==> src/rtl/ctrl_pipe_unit.sv <==
// EX-stage control decoder with M-extension stall FSM and WB control registers.
// Latency: EX outputs are combinational; WB outputs are registered, one cycle after retirement.
// Backpressure: stall holds IF/EX while a multi-cycle M-op is in EX; stalled cycles send bubbles to WB.
module ctrl_pipe_unit #(
  parameter int          N_GPIO       = 1,
  parameter logic [11:0] CSR_OUT_BASE = 12'hF00,
  parameter logic [11:0] CSR_IN_BASE  = 12'hF02,
  parameter int          CSR_STRIDE   = 4,
  parameter int          MULDIV_LAT   = 1
) (
  input  logic                      clk,
  input  logic                      rst_n,
  input  logic [31:0]               instr_EX,
  input  logic                      instr_valid,
  input  logic                      flush,
  output logic [1:0]                alusrc_EX,
  output logic [3:0]                aluop_EX,
  output logic                      div_unsigned_EX,
  output logic                      regwrite_EX,
  output logic [1:0]                regsel_EX,
  output logic [$clog2(N_GPIO):0]   gpio_rd_sel,
  output logic [N_GPIO-1:0]         gpio_we_EX,
  output logic                      illegal_EX,
  output logic                      stall,
  output logic                      regwrite_WB,
  output logic [1:0]                regsel_WB,
  output logic [N_GPIO-1:0]         gpio_we_WB
);

  localparam int SW = $clog2(N_GPIO) + 1;
  localparam int CW = $clog2(MULDIV_LAT) + 1;
  localparam bit MULTI_CYCLE = (MULDIV_LAT > 1);
  // The IDLE cycle is the first stall cycle, so BUSY counts down the remaining LAT-2.
  localparam logic [CW-1:0] CNT_LOAD = MULTI_CYCLE ? CW'(MULDIV_LAT - 2) : '0;

  localparam logic [6:0] OPC_R   = 7'b0110011;
  localparam logic [6:0] OPC_I   = 7'b0010011;
  localparam logic [6:0] OPC_LUI = 7'b0110111;
  localparam logic [6:0] OPC_SYS = 7'b1110011;

  localparam logic [3:0] OP_AND  = 4'b0000, OP_XOR = 4'b0001, OP_OR   = 4'b0010, OP_ADD   = 4'b0011;
  localparam logic [3:0] OP_SUB  = 4'b0100, OP_SLL = 4'b0101, OP_SRL  = 4'b0110, OP_SRA   = 4'b0111;
  localparam logic [3:0] OP_SLT  = 4'b1000, OP_SLTU = 4'b1001, OP_MUL = 4'b1010, OP_MULH  = 4'b1011;
  localparam logic [3:0] OP_MULHSU = 4'b1100, OP_MULHU = 4'b1101, OP_DIV = 4'b1110, OP_REM = 4'b1111;

  typedef enum logic {S_IDLE = 1'b0, S_BUSY = 1'b1} state_t;

  state_t          r_state, w_state_nxt;
  logic [CW-1:0]   r_cnt, w_cnt_nxt;

  logic [6:0]      w_op;
  logic [2:0]      w_f3;
  logic [6:0]      w_f7;
  logic [11:0]     w_imm12;
  logic [1:0]      w_alusrc;
  logic [3:0]      w_aluop;
  logic            w_divu;
  logic            w_rw;
  logic [1:0]      w_regsel;
  logic [SW-1:0]   w_rdsel;
  logic [N_GPIO-1:0] w_gwe;
  logic            w_ill;
  logic            w_mop;
  logic            w_bad;
  logic            w_hit;
  logic            w_kill;
  logic            w_live;
  logic            w_mop_start;
  logic            w_unused;

  assign w_op     = instr_EX[6:0];
  assign w_f3     = instr_EX[14:12];
  assign w_f7     = instr_EX[31:25];
  assign w_imm12  = instr_EX[31:20];
  assign w_unused = ^{instr_EX[19:15], instr_EX[11:7]};

  // Instruction decode: raw EX control before valid/flush/stall masking.
  always_comb begin
    w_alusrc = 2'b00;
    w_aluop  = OP_AND;
    w_divu   = 1'b0;
    w_rw     = 1'b0;
    w_regsel = 2'b00;
    w_rdsel  = '0;
    w_gwe    = '0;
    w_ill    = 1'b0;
    w_mop    = 1'b0;
    w_bad    = 1'b0;
    w_hit    = 1'b0;
    case (w_op)
      OPC_R: begin
        case (w_f7)
          7'b0000000: begin
            case (w_f3)
              3'b000:  w_aluop = OP_ADD;
              3'b001:  w_aluop = OP_SLL;
              3'b010:  w_aluop = OP_SLT;
              3'b011:  w_aluop = OP_SLTU;
              3'b100:  w_aluop = OP_XOR;
              3'b101:  w_aluop = OP_SRL;
              3'b110:  w_aluop = OP_OR;
              default: w_aluop = OP_AND;
            endcase
          end
          7'b0100000: begin
            if (w_f3 == 3'b000)      w_aluop = OP_SUB;
            else if (w_f3 == 3'b101) w_aluop = OP_SRA;
            else                     w_bad   = 1'b1;
          end
          7'b0000001: begin
            w_mop = 1'b1;
            case (w_f3)
              3'b000:  w_aluop = OP_MUL;
              3'b001:  w_aluop = OP_MULH;
              3'b010:  w_aluop = OP_MULHSU;
              3'b011:  w_aluop = OP_MULHU;
              3'b100:  w_aluop = OP_DIV;
              3'b101: begin w_aluop = OP_DIV; w_divu = 1'b1; end
              3'b110:  w_aluop = OP_REM;
              default: begin w_aluop = OP_REM; w_divu = 1'b1; end
            endcase
          end
          default: w_bad = 1'b1;
        endcase
        if (w_bad) begin
          // Unsupported R-type encodings carry no side effects into the pipe.
          w_aluop = OP_AND;
          w_mop   = 1'b0;
          w_ill   = 1'b1;
        end else begin
          w_rw     = 1'b1;
          w_regsel = 2'b10;
        end
      end
      OPC_I: begin
        w_rw     = 1'b1;
        w_alusrc = 2'b01;
        w_regsel = 2'b10;
        case (w_f3)
          3'b000:  w_aluop = OP_ADD;
          3'b001:  w_aluop = OP_SLL;
          3'b010:  w_aluop = OP_SLT;
          3'b011:  w_aluop = OP_SLTU;
          3'b100:  w_aluop = OP_XOR;
          3'b101:  w_aluop = instr_EX[30] ? OP_SRA : OP_SRL;
          3'b110:  w_aluop = OP_OR;
          default: w_aluop = OP_AND;
        endcase
      end
      OPC_LUI: begin
        w_rw     = 1'b1;
        w_alusrc = 2'b10;
        w_regsel = 2'b01;
      end
      OPC_SYS: begin
        if (w_f3 == 3'b001) begin
          // Output channels take priority; first matching channel wins so at most one strobe fires.
          for (int k = 0; k < N_GPIO; k++) begin
            if (!w_hit && (w_imm12 == 12'(int'(CSR_OUT_BASE) + k * CSR_STRIDE))) begin
              w_gwe[k] = 1'b1;
              w_hit    = 1'b1;
            end
          end
          for (int k = 0; k < N_GPIO; k++) begin
            if (!w_hit && (w_imm12 == 12'(int'(CSR_IN_BASE) + k * CSR_STRIDE))) begin
              w_rw     = 1'b1;
              w_regsel = 2'b11;
              w_rdsel  = SW'(k);
              w_hit    = 1'b1;
            end
          end
          w_ill = !w_hit;
        end else begin
          w_ill = 1'b1;
        end
      end
      default: w_ill = 1'b1;
    endcase
  end

  assign w_kill      = !instr_valid || flush;
  assign w_live      = !w_kill && !stall;
  assign w_mop_start = MULTI_CYCLE && instr_valid && w_mop && !flush;

  assign alusrc_EX       = w_alusrc;
  assign aluop_EX        = w_aluop;
  assign div_unsigned_EX = w_divu;
  assign regsel_EX       = w_regsel;
  assign gpio_rd_sel     = w_rdsel;
  assign regwrite_EX     = w_rw && w_live;
  assign gpio_we_EX      = w_gwe & {N_GPIO{w_live}};
  assign illegal_EX      = w_ill && !w_kill;

  // FSM state register: M-op occupancy and remaining stall count.
  always_ff @(posedge clk or negedge rst_n) begin
    if (!rst_n) begin
      r_state <= S_IDLE;
      r_cnt   <= '0;
    end else begin
      r_state <= w_state_nxt;
      r_cnt   <= w_cnt_nxt;
    end
  end

  // FSM next state: enter BUSY on a multi-cycle M-op, leave on count expiry or flush.
  always_comb begin
    w_state_nxt = r_state;
    w_cnt_nxt   = r_cnt;
    case (r_state)
      S_IDLE: begin
        if (w_mop_start) begin
          w_state_nxt = S_BUSY;
          w_cnt_nxt   = CNT_LOAD;
        end
      end
      default: begin
        if (flush || (r_cnt == '0)) begin
          w_state_nxt = S_IDLE;
          w_cnt_nxt   = '0;
        end else begin
          w_cnt_nxt = r_cnt - 1'b1;
        end
      end
    endcase
  end

  // FSM output: stall; gated by rst_n so an asserted reset drops it even if an M-op is still presented.
  always_comb begin
    stall = 1'b0;
    case (r_state)
      S_IDLE:  stall = w_mop_start;
      default: stall = (r_cnt != '0) && !flush;
    endcase
    stall = stall && rst_n;
  end

  // WB control registers: load masked EX control every edge, so killed or stalled cycles become bubbles.
  always_ff @(posedge clk or negedge rst_n) begin
    if (!rst_n) begin
      regwrite_WB <= 1'b0;
      regsel_WB   <= 2'b00;
      gpio_we_WB  <= '0;
    end else begin
      regwrite_WB <= regwrite_EX;
      regsel_WB   <= w_live ? w_regsel : 2'b00;
      gpio_we_WB  <= gpio_we_EX;
    end
  end

endmodule

==> config.mk <==
export PLATFORM = sky130hd
export DESIGN_NAME = ctrl_pipe_unit
export DESIGN_NICKNAME = d
export VERILOG_FILES = /design/src/rtl/ctrl_pipe_unit.sv
export SDC_FILE = /design/constraint.sdc
export NUM_CORES = 1
export LEC_CHECK = 0
export CORE_ASPECT_RATIO = 1.1
export CORE_MARGIN = 8
export CORE_UTILIZATION = 36
export CTS_BUF_LIST = sky130_fd_sc_hd__clkbuf_8
export DETAILED_ROUTE_END_ITERATION = 16
export HOLD_SLACK_MARGIN = 0.08
export PLACE_DENSITY = 0.86
export SYNTH_ARGS = -nofsm -noshare
export SYNTH_HDL_FRONTEND = slang
export SYNTH_SLANG_ARGS = --single-unit
==> constraint.sdc <==
create_clock -name clk -period 6.4 [get_ports clk]
set_clock_uncertainty 0.2 [all_clocks]
set_input_delay 1.28 -clock clk [delete_from_list [all_inputs] [get_ports clk]]
set_output_delay 1.28 -clock clk [all_outputs]
set_load 0.05 [all_outputs]
[Yosys cells after proc, flatten, opt, wreduce, memory -nomap -nowiden]
Index checks and enable logic that the tools add are counted.
Cells by class
  $add $sub $neg: 1
  reduce and logical (&&, ||, !) cells: 20
  bitwise gates (word level): 2
  mux-type cells: 41
  equality and inequality tests: 14
Operators with widths (number)
  $pmux W4 S7: 2
  $eq A12 B12 Y1 const B: 2
  $mux W1: 24
  $eq A7 B6 Y1 const B: 3
  $pmux W3 S5: 1
  $pmux W4 S3: 1
  $eq A3 B3 Y1 const B: 3
  $mux W2: 4
  $pmux W2 S4: 1
  $pmux W4 S2: 1
  $eq A7 B1 Y1 const B: 1
  $eq A7 B5 Y1 const B: 1
  $eq A7 B7 Y1 const B: 1
  $logic_not A7 Y1: 1
  $eq A3 B2 Y1 const B: 2
  $logic_and A1 B1 Y1: 6
  $logic_not A1 Y1: 6
  $mux W3: 2
  $pmux W1 S3: 2
  $reduce_or A2 Y1: 3
  $reduce_or A6 Y1: 1
  $mux W4: 1
  $pmux W2 S2: 1
  $eq A3 B1 Y1 const B: 1
  other kinds (6): 7
Word-level totals
  input bits: 36
  register bits after elaboration: 6

[Depth between registers and ports, before layout]
Gate-level depths: netlist (run 1).
  word-level depth: 13
  gate-level depth with buffers: 5

[Worst setup path after synthesis (run 1)]
OpenSTA, ideal clock, no wires.
  kind: input to output
  start point: input port instr_EX[30]
  end point: output port div_unsigned_EX
  buffers on the path: 1
  path slack: 1.776 ns
  stages on the path: 3
  required time: 4.920 ns
  arrival time: 3.144 ns
  cells stage by stage: clkbuf_2 -> nand2b_1 -> nor4_1
Between the ends
  word-level cells in the longest chain between the ends: 3
Ends and longest elaborated chain
  start: declaration: RTL line 13  | input logic [31:0] instr_EX,
  $eq A7 B1 Y1: RTL line 92  | case (w_f7)
  $mux W1: RTL line 92
  $mux W1: RTL line 90  | case (w_op)
  end: declaration: RTL line 18  | output logic div_unsigned_EX,
No other way between the ends.

[Worst setup path after layout (run 1)]
  start point: input port instr_EX[14]
  end point: output port regwrite_EX
Between the ends
  word-level cells in the longest chain between the ends: 8
  elaborated cells between the ends (all ways): 11
Ends and longest elaborated chain
  $eq A3 B3 Y1: RTL line 107  | else if (w_f3 == 3'b101) w_aluop = OP_SRA;
  $mux W1: RTL line 107
  $mux W1: RTL line 106  | if (w_f3 == 3'b000) w_aluop = OP_SUB;
  $pmux W1 S2: RTL line 92
  $mux W1: RTL line 90
  $mux W1: RTL line 125  | if (w_bad) begin
  $pmux W1 S3 *: RTL line 90
  $logic_and A1 B1 Y1 *: RTL line 190  | assign regwrite_EX = w_rw && w_live;
  end: declaration: RTL line 19  | output logic regwrite_EX,
Mark *: on every way between the ends. The rest lies on a longest branch, timed or not. The select of a mux whose other input is x is not followed.

==> flow_summary.html, run 1 <==
<table>
<tr><th>Metric</th><th>Value</th></tr>
<tr><th colspan="2">Job</th></tr>
<tr><td>Number of maximum-capacitance violations</td><td>0</td></tr>
<tr><th colspan="2">Die</th></tr>
<tr><td>Number of top-level pins</td><td>54</td></tr>
<tr><td>Initial Utilization</td><td>38.4%</td></tr>
<tr><td>Std-Cell Core Area</td><td>1780 µm²</td></tr>
<tr><td>Die Footprint</td><td>3550 µm²</td></tr>
<tr><td>Die height</td><td>61.7 µm</td></tr>
<tr><td>Standard-cell rows</td><td>16</td></tr>
<tr><td>Horizontal die dimension</td><td>57.6 µm</td></tr>
<tr><th colspan="2">Global routing</th></tr>
<tr><td>Wire length of the first global-routing pass</td><td>3.53 mm</td></tr>
<tr><td>Maximum number of pins on one net before global-route repair</td><td>13</td></tr>
<tr><td>Number of global-route vias before repair</td><td>803</td></tr>
<tr><td>Number of antenna violations at the first check in global routing</td><td>0</td></tr>
<tr><td>Total track usage</td><td>12.4%</td></tr>
<tr><td>Total congestion overflow</td><td>0</td></tr>
<tr><th colspan="2">Power</th></tr>
<tr><td>Static leakage power</td><td>0.447 nW</td></tr>
<tr><td>Combinational share of power</td><td>29.8%</td></tr>
<tr><td>Net Sw Power</td><td>0.0344 mW</td></tr>
<tr><td>Portion of total power attributed to sequential cells</td><td>28.4%</td></tr>
<tr><td>Switch share</td><td>25.6%</td></tr>
<tr><td>Portion of total power attributed to the clock network</td><td>41.8%</td></tr>
<tr><td>Power density relative to cell area</td><td>118 nW/µm²</td></tr>
<tr><td>Internal Pwr Total</td><td>0.0998 mW</td></tr>
<tr><td>Peak ir drop on the vdd network</td><td>0.0629 mV</td></tr>
<tr><th colspan="2">Timing</th></tr>
<tr><td>Count of endpoints failing setup in the final report</td><td>0</td></tr>
<tr><td>Fmax achieved</td><td>184 MHz</td></tr>
<tr><td>Shortest clock period the worst path allows after layout</td><td>5.44 ns</td></tr>
<tr><td>Unrepaired setup endpoints after global routing</td><td>no</td></tr>
<tr><td>Hold violation count in the final report</td><td>0</td></tr>
<tr><td>Total Neg Setup Slack</td><td>0 ns</td></tr>
<tr><td>Transition at the pin with the smallest max-transition slack</td><td>0.512 ns</td></tr>
<tr><td>Final slew viol count</td><td>0</td></tr>
<tr><td>Portion of the clock cycle consumed by the worst path in the final layout</td><td>85.0%</td></tr>
<tr><td>Worst slew slack as a fraction of its limit</td><td>65.8%</td></tr>
<tr><th colspan="2">Synthesis</th></tr>
<tr><td>Ys async rst share</td><td>100%</td></tr>
<tr><td>Post-synthesis cell type count</td><td>41</td></tr>
<tr><td>Top area cells in the synthesized netlist</td><td>dfrtp_1 (22%), nor3_1 (6.6%), nand2_1 (6.0%)</td></tr>
<tr><td>Synthesis warning total</td><td>0</td></tr>
<tr><td>Cell taking the most area after synthesis</td><td>dfrtp_1</td></tr>
<tr><td>Portion of synthesized cell area occupied by the leading cell type</td><td>21.9%</td></tr>
<tr><td>Number of enable-type register cells in the synthesized netlist</td><td>0</td></tr>
<tr><td>Synthesized netlist cell count</td><td>89</td></tr>
<tr><td>Synth Register Bits</td><td>6</td></tr>
<tr><td>Portion of the post-synthesis area used by sequential elements</td><td>21.9%</td></tr>
<tr><td>Predominant post-synthesis flop cell</td><td>dfrtp_1</td></tr>
<tr><td>Synth Cell Area</td><td>684 µm²</td></tr>
<tr><td>Synthesized area per cell</td><td>7.69 µm²</td></tr>
<tr><td>Post-Syn Nets</td><td>125</td></tr>
<tr><th colspan="2">Cells and area</th></tr>
<tr><td>Count of antenna diodes in the layout</td><td>0</td></tr>
<tr><td>Share of final-layout standard cells stronger than drive strength 1</td><td>8.53%</td></tr>
<tr><td>Final Instance Count excl. Fillers</td><td>147</td></tr>
<tr><td>Commonest non-fill, non-tap cell in the layout</td><td>clkdlybuf4s50_1</td></tr>
<tr><td>Highest-count cells in the layout ignoring fill and taps</td><td>clkdlybuf4s50_1 (42), nand2_1 (11), nor3_1 (9)</td></tr>
<tr><td>Relative area change from synthesis to final layout</td><td>66.2%</td></tr>
<tr><td>Final net count</td><td>167</td></tr>
<tr><th colspan="2">CTS</th></tr>
<tr><td>Clock slew seen by the registers of the worst setup and hold paths</td><td>0.04 ns</td></tr>
<tr><td>Number of CTS-inserted buffers</td><td>3</td></tr>
<tr><td>Quantity of gates resized following cts</td><td>0</td></tr>
<tr><td>Count of H-tree levels built during CTS</td><td>1</td></tr>
<tr><td>Post-CTS setup buffer count</td><td>0</td></tr>
<tr><td>Buffer type at the clock tree root</td><td>clkbuf_8</td></tr>
<tr><td>Source-to-sink clock delay at the later pin of the worst-skew pair</td><td>0.22 ns</td></tr>
<tr><td>TritonCTS clock tree</td><td>yes</td></tr>
<tr><td>Buffer depth of the longest clock path</td><td>2</td></tr>
<tr><td>Hold buffers post-CTS</td><td>0</td></tr>
<tr><td>Number of clock sinks</td><td>6</td></tr>
<tr><th colspan="2">Setup path</th></tr>
<tr><td>Crit Path Class</td><td>in -&gt; out</td></tr>
<tr><td>Slowest CP cell</td><td>clkdlybuf4s50_1</td></tr>
<tr><td>CP Max Fanout</td><td>11</td></tr>
<tr><td>Data required, critical path</td><td>4.92 ns</td></tr>
<tr><td>Combined buffer and inverter count along the critical path</td><td>2</td></tr>
<tr><td>Most frequent cell on the critical path</td><td>clkdlybuf4s50_1</td></tr>
<tr><td>CP delay by family, top</td><td>buffers and inverters</td></tr>
<tr><td>Cells along the critical path</td><td>clkdlybuf4s50_1, xor2_1, o31a_1, o41a_1, a31oi_4, clkdlybuf4s50_1</td></tr>
<tr><td>Crit path arrival time</td><td>3.96 ns</td></tr>
<tr><td>Kind of end point of the critical path</td><td>output pin</td></tr>
<tr><td>Setup crit start kind</td><td>primary input</td></tr>
<tr><td>Largest stage delay on the critical path</td><td>0.83 ns</td></tr>
<tr><th colspan="2">Min path</th></tr>
<tr><td>Class of the worst hold path</td><td>reg -&gt; reg</td></tr>
<tr><th colspan="2">Status</th></tr>
<tr><td>Outcome</td><td>completed</td></tr>
<tr><th colspan="2">Detailed routing</th></tr>
<tr><td>Via density per instance</td><td>5.45</td></tr>
<tr><td>Antenna violation net count after detailed routing</td><td>0</td></tr>
<tr><td>Number of search-and-repair iterations in the first detailed-routing pass</td><td>4</td></tr>
<tr><td>Iteration-0 DRC count of the detailed router</td><td>14</td></tr>
<tr><td>Wire length reported by the detailed router</td><td>2.17 mm</td></tr>
<tr><td>Post-DR wirelength/cell</td><td>14.8 µm</td></tr>
<tr><td>Residual DRC</td><td>0</td></tr>
<tr><td>Total number of vias</td><td>801</td></tr>
<tr><th colspan="2">Place</th></tr>
<tr><td>Cell count after placement</td><td>144</td></tr>
<tr><td>HPWL Detailed</td><td>1.80 mm</td></tr>
<tr><td>Weighted congestion reported at the end of routability-driven placement</td><td>0.751</td></tr>
<tr><td>PortBufs</td><td>42</td></tr>
</table>
[per-layer routing]
layer / vias to the layer above / wire length [µm] / GRT usage (%)
met3: 4 / 202 / 5.14
met1: 352 / 892 / 11.8
met5: - / 0 / 0
li1: 408 / - / -
met4: 0 / 19 / 3.93
met2: 37 / 1060 / 24.0
[flip-flops by register name, summed over array words and instances, names as in the netlist]
| register | flops |
|---|---|
| gpio_we_WB | 1 |
| r_cnt | 1 |
| r_state | 1 |
| regsel_WB | 2 |
| regwrite_WB | 1 |
[cells by family after synthesis]
| logic type | share of synthesized area [%] |
|---|---|
| AO/OA/AOI/OAI | 24.9 |
| buffers and inverters | 7.31 |
| XOR/XNOR | 2.56 |
| AND/OR/NAND/NOR | 42.8 |
| other | 0.548 |
| flip-flops | 21.9 |
[path summary, 6_finish.rpt]
| check | cells past startpoint | start | slack [ns] | to |
|---|---|---|---|---|
| max | 6 | instr_EX[14] | 0.96 | regwrite_EX |
| min | 1 | r_state$_DFF_PN0_ | 0.27 | r_cnt$_DFFE_PN0P_ |
| min reg2reg | 1 | r_state$_DFF_PN0_ | 0.27 | r_cnt$_DFFE_PN0P_ |
| min in group asynchronous | 1 | rst_n | 1.12 | gpio_we_WB$_DFF_PN0_ |
| max reg2reg | 3 | r_state$_DFF_PN0_ | 5.16 | regwrite_WB$_DFF_PN0_ |
| max in group asynchronous | 1 | rst_n | 4.64 | regsel_WB[0]$_DFF_PN0_ |
[stage by stage]
| stage | power (mW) | instance area (µm²) | setup WS, ns | hold WS, ns | utilization [%] |
|---|---|---|---|---|---|
| 2_1_floorplan | 0.0578 | 684 | 1.78 | 0.226 | - |
| 3_3_place_gp | 0.0772 | 1100 | 1.02 | 0.241 | 61.5 |
| 3_5_place_dp | 0.0783 | 1100 | 0.985 | 0.249 | 61.5 |
| 4_1_cts | 0.135 | 1140 | 0.971 | 0.267 | 63.8 |
| 5_1_grt | 0.140 | 1140 | 0.846 | 0.315 | 63.8 |
| 6_report | 0.134 | 1140 | 0.962 | 0.274 | 63.8 |
[power groups by stage]
stage	combinational, mW	sequential, mW	clock, mW
after floorplan	0.0191	0.0387	0
after global placement	0.0386	0.0386	0
after detailed placement	0.0397	0.0386	0
after CTS	0.0399	0.0382	0.0565
after global routing	0.0436	0.0381	0.0588
final	0.0400	0.0382	0.0561
[layout make-up]
class	count	area (µm²)
fillers	158	644
multi-input cells	73	484
repair buffers	42	420
flip-flops and latches	6	150
clock buffers	3	41.3
well taps	18	22.5
inverters	5	18.8
[cells in the mapped netlist, types with 2 or more instances]
library cell and instances:
nor3_1 9, a21oi_1 5, o2bb2ai_1 2, nand2_1 11, nand2b_1 2, inv_1 5, nand4b_1 2, nor2b_1 4
clkbuf_1 2, dfrtp_1 6, a31oi_1 2, nor2_1 8, and4bb_2 2, xor2_1 2
(Power assumes the default switching activity.)
==> run 2: changes to the inputs <==
Settings changed: CORE_UTILIZATION 36 to 30, PLACE_DENSITY 0.86 to 0.77.
Clock period 6.4 ns to 4.6 ns, I/O delays scaled along.
==> flow_summary.html, run 2 (synthesized netlist as in run 1, its figures left out) <==
<table>
<tr><th>Metric</th><th>Value</th></tr>
<tr><th colspan="2">Cells and area</th></tr>
<tr><td>Highest-count cells in the layout ignoring fill and taps</td><td>clkdlybuf4s50_1 (34), nand2_1 (11), nor3_1 (9), buf_4 (9), nor2_1 (8) (was clkdlybuf4s50_1 (42), nand2_1 (11), nor3_1 (9))</td></tr>
<tr><td>Final net count</td><td>171 (was 167)</td></tr>
<tr><td>Final core area utilization</td><td>54.4% (was 63.8%)</td></tr>
<tr><td>Max reg flops</td><td>2 (unchanged)</td></tr>
<tr><td>Count of antenna diodes in the layout</td><td>0 (unchanged)</td></tr>
<tr><td>Register with the most flip-flops</td><td>regsel_WB (unchanged)</td></tr>
<tr><td>Commonest non-fill, non-tap cell in the layout</td><td>clkdlybuf4s50_1 (unchanged)</td></tr>
<tr><td>Filler cell count</td><td>226 (was 158)</td></tr>
<tr><td>Share of final-layout standard cells stronger than drive strength 1</td><td>17.3% (was 8.53%)</td></tr>
<tr><td>Relative area change from synthesis to final layout</td><td>75.3% (was 66.2%)</td></tr>
<tr><th colspan="2">Timing</th></tr>
<tr><td>Hold violation count in the final report</td><td>0 (unchanged)</td></tr>
<tr><td>Portion of the clock cycle consumed by the worst path in the final layout</td><td>91.3%</td></tr>
<tr><td>Unrepaired setup endpoints after global routing</td><td>no (unchanged)</td></tr>
<tr><td>Final slew viol count</td><td>0 (unchanged)</td></tr>
<tr><td>Total Neg Setup Slack</td><td>0 ns (unchanged)</td></tr>
<tr><td>Worst slew slack as a fraction of its limit</td><td>65.8% (about the same)</td></tr>
<tr><td>Transition at the pin with the smallest max-transition slack</td><td>0.512 ns (about the same)</td></tr>
<tr><td>Shortest clock period the worst path allows after layout</td><td>4.20 ns</td></tr>
<tr><td>Count of endpoints failing setup in the final report</td><td>0 (unchanged)</td></tr>
<tr><td>Fmax achieved</td><td>238 MHz</td></tr>
<tr><th colspan="2">Global routing</th></tr>
<tr><td>Total track usage</td><td>11.3% (was 12.4%)</td></tr>
<tr><td>Number of global-route vias before repair</td><td>865 (was 803)</td></tr>
<tr><td>Wire length of the first global-routing pass</td><td>3.59 mm (was 3.53 mm)</td></tr>
<tr><td>Maximum number of pins on one net before global-route repair</td><td>12 (was 13)</td></tr>
<tr><td>Number of antenna violations at the first check in global routing</td><td>0 (unchanged)</td></tr>
<tr><td>Total congestion overflow</td><td>0 (unchanged)</td></tr>
<tr><th colspan="2">Min path</th></tr>
<tr><td>Class of the worst hold path</td><td>reg -&gt; reg (unchanged)</td></tr>
<tr><th colspan="2">Die</th></tr>
<tr><td>Horizontal die dimension</td><td>61.5 µm (was 57.6 µm)</td></tr>
<tr><td>Standard-cell rows</td><td>18 (was 16)</td></tr>
<tr><td>Die Footprint</td><td>4070 µm² (was 3550 µm²)</td></tr>
<tr><td>Std-Cell Core Area</td><td>2210 µm² (was 1780 µm²)</td></tr>
<tr><td>Number of top-level pins</td><td>54 (unchanged)</td></tr>
<tr><td>Die height</td><td>66.1 µm (was 61.7 µm)</td></tr>
<tr><td>Initial Utilization</td><td>31.0% (was 38.4%)</td></tr>
<tr><th colspan="2">CTS</th></tr>
<tr><td>Post-CTS setup buffer count</td><td>0 (unchanged)</td></tr>
<tr><td>Hold buffers post-CTS</td><td>0 (unchanged)</td></tr>
<tr><td>Buffer depth of the longest clock path</td><td>2 (unchanged)</td></tr>
<tr><td>Count of H-tree levels built during CTS</td><td>1 (unchanged)</td></tr>
<tr><td>Quantity of gates resized following cts</td><td>0 (unchanged)</td></tr>
<tr><td>Clock slew seen by the registers of the worst setup and hold paths</td><td>0.03 ns (was 0.04 ns)</td></tr>
<tr><td>Number of clock sinks</td><td>6 (unchanged)</td></tr>
<tr><td>Number of CTS-inserted buffers</td><td>3 (unchanged)</td></tr>
<tr><td>Source-to-sink clock delay at the later pin of the worst-skew pair</td><td>0.22 ns (about the same)</td></tr>
<tr><td>TritonCTS clock tree</td><td>yes (unchanged)</td></tr>
<tr><td>Buffer type at the clock tree root</td><td>clkbuf_8 (unchanged)</td></tr>
<tr><th colspan="2">Place</th></tr>
<tr><td>Weighted congestion reported at the end of routability-driven placement</td><td>0.758 (was 0.751)</td></tr>
<tr><td>HPWL Detailed</td><td>1.92 mm (was 1.80 mm)</td></tr>
<tr><td>PortBufs</td><td>42 (unchanged)</td></tr>
<tr><th colspan="2">Job</th></tr>
<tr><td>Number of maximum-capacitance violations</td><td>0 (unchanged)</td></tr>
<tr><th colspan="2">Setup path</th></tr>
<tr><td>Crit path arrival time</td><td>3.08 ns (was 3.96 ns)</td></tr>
<tr><td>CP Max Fanout</td><td>5 (was 11)</td></tr>
<tr><td>Setup crit start kind</td><td>primary input (unchanged)</td></tr>
<tr><td>Kind of end point of the critical path</td><td>output pin (unchanged)</td></tr>
<tr><td>Crit Path Class</td><td>in -&gt; out (unchanged)</td></tr>
<tr><td>Data required, critical path</td><td>3.48 ns (was 4.92 ns)</td></tr>
<tr><th colspan="2">Detailed routing</th></tr>
<tr><td>Via density per instance</td><td>5.08 (was 5.45)</td></tr>
<tr><td>Iteration-0 DRC count of the detailed router</td><td>18 (was 14)</td></tr>
<tr><td>Total number of vias</td><td>828 (was 801)</td></tr>
<tr><td>Antenna violation net count after detailed routing</td><td>0 (unchanged)</td></tr>
<tr><td>Post-DR wirelength/cell</td><td>13.7 µm (was 14.8 µm)</td></tr>
<tr><td>Wire length reported by the detailed router</td><td>2.24 mm (was 2.17 mm)</td></tr>
<tr><td>Residual DRC</td><td>0 (unchanged)</td></tr>
<tr><td>Number of search-and-repair iterations in the first detailed-routing pass</td><td>4 (unchanged)</td></tr>
<tr><th colspan="2">Power</th></tr>
<tr><td>Static leakage power</td><td>0.491 nW (was 0.447 nW)</td></tr>
<tr><td>Power density relative to cell area</td><td>159 nW/µm² (was 118 nW/µm²)</td></tr>
<tr><td>Peak ir drop on the vdd network</td><td>0.0902 mV (was 0.0629 mV)</td></tr>
<tr><th colspan="2">Status</th></tr>
<tr><td>Outcome</td><td>completed (unchanged)</td></tr>
</table>
run 2: final cells by class:
| class | count | area, µm² | share of cell area, % |
|---|---|---|---|
| inverters | 5 | 18.8 | 1.56 |
| clock buffers | 3 | 41.3 | 3.44 |
| flip-flops and latches | 6 | 150 | 12.5 |
| well taps | 30 | 37.5 | 3.13 |
| multi-input cells | 73 | 484 | 40.4 |
| repair buffers | 46 | 468 | 39.0 |
run 2: power breakdown:
group	total [mW]	internal, mW	switching [mW]
combinational	0.0585	0.0321	0.0265
sequential	0.0531	0.0531	0.000000763
clock	0.0788	0.0562	0.0226
run 2: critical path, stage by stage:
cell and delay, ns:
clkdlybuf4s50_1 0.49, or2_2 0.35, or3_1 0.39, inv_1 0.12, clkdlybuf4s50_1 0.81
run 2: worst paths after layout:
check                                        from                     end  slack, ns  depth (start not counted)
worst max-delay path                  instr_EX[6]            alusrc_EX[0]       0.40                          5
worst max register to register  r_state$_DFF_PN0_   regwrite_WB$_DFF_PN0_       3.32                          3
max in group asynchronous                   rst_n       r_state$_DFF_PN0_       3.22                          1
min in group asynchronous                   rst_n  regsel_WB[1]$_DFF_PN0_       0.75                          1
worst min register to register  r_state$_DFF_PN0_       r_cnt$_DFFE_PN0P_       0.26                          1
worst min-delay path            r_state$_DFF_PN0_       r_cnt$_DFFE_PN0P_       0.26                          1
run 2: stage by stage:
stage          total power [mW]  worst slack, ns  cells  instance area [µm²]  hold slack [ns]
6_report                  0.190            0.399    163                 1200            0.258
5_1_grt                   0.199            0.322    163                 1200            0.296
4_1_cts                   0.193            0.418    163                 1200            0.262
3_5_place_dp              0.112            0.430    160                 1160            0.256
3_3_place_gp              0.111            0.454    160                 1160            0.244
2_1_floorplan            0.0804            0.696     89                  684            0.226
run 2: metal layers:
| layer | vias to the layer above | part of all wire [%] | track usage [%] |
|---|---|---|---|
| met5 | - | 0 | 0 |
| met4 | 0 | 1.0 | 5.98 |
| met3 | 2 | 10 | 4.09 |
| met2 | 37 | 50 | 19.8 |
| met1 | 375 | 39 | 11.1 |
| li1 | 414 | - | - |
==> run 3: changes to the inputs <==
Settings changed: CORE_MARGIN 8 to 2.
==> flow_summary.html, run 3 (synthesized netlist as in run 1, its figures left out) <==
<table>
<tr><th>Metric</th><th>Value</th></tr>
<tr><th colspan="2">Power</th></tr>
<tr><td>Combinational share of power</td><td>30.6% (was 30.7%)</td></tr>
<tr><td>Portion of total power attributed to the clock network</td><td>41.2% (was 41.4%)</td></tr>
<tr><td>Static leakage power</td><td>0.486 nW (was 0.491 nW)</td></tr>
<tr><td>Internal Pwr Total</td><td>0.141 mW (about the same)</td></tr>
<tr><td>Net Sw Power</td><td>0.0479 mW (was 0.0491 mW)</td></tr>
<tr><td>Design Power</td><td>0.189 mW (was 0.190 mW)</td></tr>
<tr><td>Portion of total power attributed to sequential cells</td><td>28.1% (was 27.9%)</td></tr>
<tr><td>Power density relative to cell area</td><td>158 nW/µm² (was 159 nW/µm²)</td></tr>
<tr><td>Peak ir drop on the vdd network</td><td>0.0906 mV (was 0.0902 mV)</td></tr>
<tr><td>Switch share</td><td>25.4% (was 25.8%)</td></tr>
<tr><th colspan="2">CTS</th></tr>
<tr><td>TritonCTS clock tree</td><td>yes (unchanged)</td></tr>
<tr><td>Clock slew seen by the registers of the worst setup and hold paths</td><td>0.04 ns (was 0.03 ns)</td></tr>
<tr><td>Hold buffers post-CTS</td><td>0 (unchanged)</td></tr>
<tr><td>Number of clock sinks</td><td>6 (unchanged)</td></tr>
<tr><td>Buffer depth of the longest clock path</td><td>2 (unchanged)</td></tr>
<tr><td>Number of CTS-inserted buffers</td><td>3 (unchanged)</td></tr>
<tr><td>Post-CTS setup buffer count</td><td>0 (unchanged)</td></tr>
<tr><td>Quantity of gates resized following cts</td><td>0 (unchanged)</td></tr>
<tr><td>Count of H-tree levels built during CTS</td><td>1 (unchanged)</td></tr>
<tr><td>Source-to-sink clock delay at the later pin of the worst-skew pair</td><td>0.22 ns (about the same)</td></tr>
<tr><td>Buffer type at the clock tree root</td><td>clkbuf_8 (unchanged)</td></tr>
<tr><th colspan="2">Cells and area</th></tr>
<tr><td>Share of final-layout standard cells stronger than drive strength 1</td><td>16.7% (was 17.3%)</td></tr>
<tr><td>Filler cell count</td><td>233 (was 226)</td></tr>
<tr><td>Final net count</td><td>170 (was 171)</td></tr>
<tr><td>Register with the most flip-flops</td><td>regsel_WB (unchanged)</td></tr>
<tr><td>Relative area change from synthesis to final layout</td><td>74.2% (was 75.3%)</td></tr>
<tr><td>Sequential standard cell area</td><td>150 µm² (unchanged)</td></tr>
<tr><td>Area of combinational cells with multiple inputs</td><td>484 µm² (unchanged)</td></tr>
<tr><td>Max reg flops</td><td>2 (unchanged)</td></tr>
<tr><td>Commonest non-fill, non-tap cell in the layout</td><td>clkdlybuf4s50_1 (unchanged)</td></tr>
<tr><td>Final core area utilization</td><td>54.0% (was 54.4%)</td></tr>
<tr><td>Highest-count cells in the layout ignoring fill and taps</td><td>clkdlybuf4s50_1 (34), nand2_1 (11), nor3_1 (9) (was clkdlybuf4s50_1 (34), nand2_1 (11), nor3_1 (9), buf_4 (9), nor2_1 (8))</td></tr>
<tr><td>Count of antenna diodes in the layout</td><td>0 (unchanged)</td></tr>
<tr><td>Final Instance Count excl. Fillers</td><td>162 (was 163)</td></tr>
<tr><th colspan="2">Setup path</th></tr>
<tr><td>Most frequent cell on the critical path</td><td>clkdlybuf4s50_1 (unchanged)</td></tr>
<tr><td>Slowest CP cell</td><td>clkdlybuf4s50_1 (unchanged)</td></tr>
<tr><td>Kind of end point of the critical path</td><td>output pin (unchanged)</td></tr>
<tr><td>Cells along the critical path</td><td>clkdlybuf4s50_1, and4bb_2, nand4_1, nand2_1, a31oi_1, clkdlybuf4s50_1 (was clkdlybuf4s50_1, or2_2, or3_1, inv_1, clkdlybuf4s50_1)</td></tr>
<tr><td>Crit Path Class</td><td>in -&gt; out (unchanged)</td></tr>
<tr><td>Largest stage delay on the critical path</td><td>0.83 ns (was 0.81 ns)</td></tr>
<tr><td>Crit path arrival time</td><td>3.11 ns (was 3.08 ns)</td></tr>
<tr><td>CP Max Fanout</td><td>12 (was 5)</td></tr>
<tr><td>Setup crit start kind</td><td>primary input (unchanged)</td></tr>
<tr><td>Data required, critical path</td><td>3.48 ns (about the same)</td></tr>
<tr><th colspan="2">Die</th></tr>
<tr><td>Die Footprint</td><td>2680 µm² (was 4070 µm²)</td></tr>
<tr><td>Std-Cell Core Area</td><td>2210 µm² (unchanged)</td></tr>
<tr><td>Number of top-level pins</td><td>54 (unchanged)</td></tr>
<tr><td>Standard-cell rows</td><td>18 (unchanged)</td></tr>
<tr><td>Horizontal die dimension</td><td>49.5 µm (was 61.5 µm)</td></tr>
<tr><td>Initial Utilization</td><td>31.0% (unchanged)</td></tr>
<tr><td>Die height</td><td>54.1 µm (was 66.1 µm)</td></tr>
<tr><th colspan="2">Timing</th></tr>
<tr><td>Fmax achieved</td><td>236 MHz (was 238 MHz)</td></tr>
<tr><td>Hold violation count in the final report</td><td>0 (unchanged)</td></tr>
<tr><td>Final slew viol count</td><td>0 (unchanged)</td></tr>
<tr><td>Unrepaired setup endpoints after global routing</td><td>no (unchanged)</td></tr>
<tr><td>Shortest clock period the worst path allows after layout</td><td>4.23 ns (was 4.20 ns)</td></tr>
<tr><td>Transition at the pin with the smallest max-transition slack</td><td>0.520 ns (was 0.512 ns)</td></tr>
<tr><td>Worst slew slack as a fraction of its limit</td><td>65.2% (was 65.8%)</td></tr>
<tr><td>Total Neg Setup Slack</td><td>0 ns (unchanged)</td></tr>
<tr><td>Count of endpoints failing setup in the final report</td><td>0 (unchanged)</td></tr>
<tr><td>Portion of the clock cycle consumed by the worst path in the final layout</td><td>92.0% (was 91.3%)</td></tr>
<tr><th colspan="2">Status</th></tr>
<tr><td>Outcome</td><td>completed (unchanged)</td></tr>
<tr><th colspan="2">Global routing</th></tr>
<tr><td>Number of antenna violations at the first check in global routing</td><td>0 (unchanged)</td></tr>
<tr><td>Maximum number of pins on one net before global-route repair</td><td>13 (was 12)</td></tr>
<tr><td>Number of global-route vias before repair</td><td>761 (was 865)</td></tr>
<tr><td>Total congestion overflow</td><td>0 (unchanged)</td></tr>
<tr><td>Wire length of the first global-routing pass</td><td>3.19 mm (was 3.59 mm)</td></tr>
<tr><td>Total track usage</td><td>14.9% (was 11.3%)</td></tr>
<tr><th colspan="2">Detailed routing</th></tr>
<tr><td>Number of search-and-repair iterations in the first detailed-routing pass</td><td>4 (unchanged)</td></tr>
<tr><td>Wire length reported by the detailed router</td><td>1.95 mm (was 2.24 mm)</td></tr>
<tr><td>Residual DRC</td><td>0 (unchanged)</td></tr>
<tr><td>Via density per instance</td><td>5.08 (about the same)</td></tr>
<tr><td>Post-DR wirelength/cell</td><td>12.1 µm (was 13.7 µm)</td></tr>
<tr><td>Total number of vias</td><td>823 (was 828)</td></tr>
<tr><td>Iteration-0 DRC count of the detailed router</td><td>19 (was 18)</td></tr>
<tr><td>Antenna violation net count after detailed routing</td><td>0 (unchanged)</td></tr>
<tr><th colspan="2">Place</th></tr>
<tr><td>HPWL Detailed</td><td>1.62 mm (was 1.92 mm)</td></tr>
<tr><td>Cell count after placement</td><td>159 (was 160)</td></tr>
<tr><td>PortBufs</td><td>42 (unchanged)</td></tr>
<tr><td>Weighted congestion reported at the end of routability-driven placement</td><td>0.823 (was 0.758)</td></tr>
<tr><th colspan="2">Job</th></tr>
<tr><td>Number of maximum-capacitance violations</td><td>0 (unchanged)</td></tr>
<tr><th colspan="2">Min path</th></tr>
<tr><td>Class of the worst hold path</td><td>reg -&gt; reg (unchanged)</td></tr>
</table>
run 3: cell count changes in the layout (fill, tap and decap cells not counted), sizes merged:
cell	change
buf	-1
run 3: per-layer routing:
layer / wire length, µm / global-route usage (%) / vias up
li1: - / - / 410
met1: 779 / 16.1 / 376
met2: 1030 / 28.4 / 37
met3: 141 / 3.61 / 0
met4: 0 / 5.56 / 0
met5: 0 / 0 / -
run 3: worst max-delay path: cells and delay by family:
family                 cells  cell delay, ns
buffers and inverters      2            1.44
and+or+nand+nor            3            0.57
AOI/OAI and AO/OA          1            0.18
run 3: power groups by stage:
| stage | clock network, mW | registers (mW) | logic (mW) |
|---|---|---|---|
| 6_report | 0.0777 | 0.0531 | 0.0578 |
| 5_1_grt | 0.0816 | 0.0531 | 0.0628 |
| 4_1_cts | 0.0783 | 0.0531 | 0.0579 |
| 3_5_place_dp | 0 | 0.0537 | 0.0575 |
| 3_3_place_gp | 0 | 0.0537 | 0.0562 |
| 2_1_floorplan | 0 | 0.0538 | 0.0266 |
run 3: cell type report:
class,count,area share [%]
Clock buffer,3,3.46
Inverter,5,1.57
Multi-Input combinational cell,73,40.6
Sequential cell,6,12.6
Tap cell,30,3.15
Timing Repair Buffer,45,38.6
run 3: metrics by stage:
stage                     setup WS, ns  hold WS (ns)  instance area, µm²
after CTS                        0.379         0.255                1190
after global placement           0.402         0.244                1150
final                            0.368         0.258                1190
after detailed placement         0.378         0.242                1150
after floorplan                  0.696         0.226                 684
after global routing             0.244         0.286                1190
run 3: path summary, 6_finish.rpt:
check,from,cells after the start,slack (ns),endpoint
setup / recovery,instr_EX[12],6,0.37,illegal_EX
hold / removal,r_state$_DFF_PN0_,1,0.26,r_cnt$_DFFE_PN0P_
setup reg to reg,r_state$_DFF_PN0_,3,3.32,regwrite_WB$_DFF_PN0_
hold reg to reg,r_state$_DFF_PN0_,1,0.26,r_cnt$_DFFE_PN0P_
max in group asynchronous,rst_n,1,3.20,gpio_we_WB$_DFF_PN0_
min in group asynchronous,rst_n,1,0.76,regsel_WB[0]$_DFF_PN0_
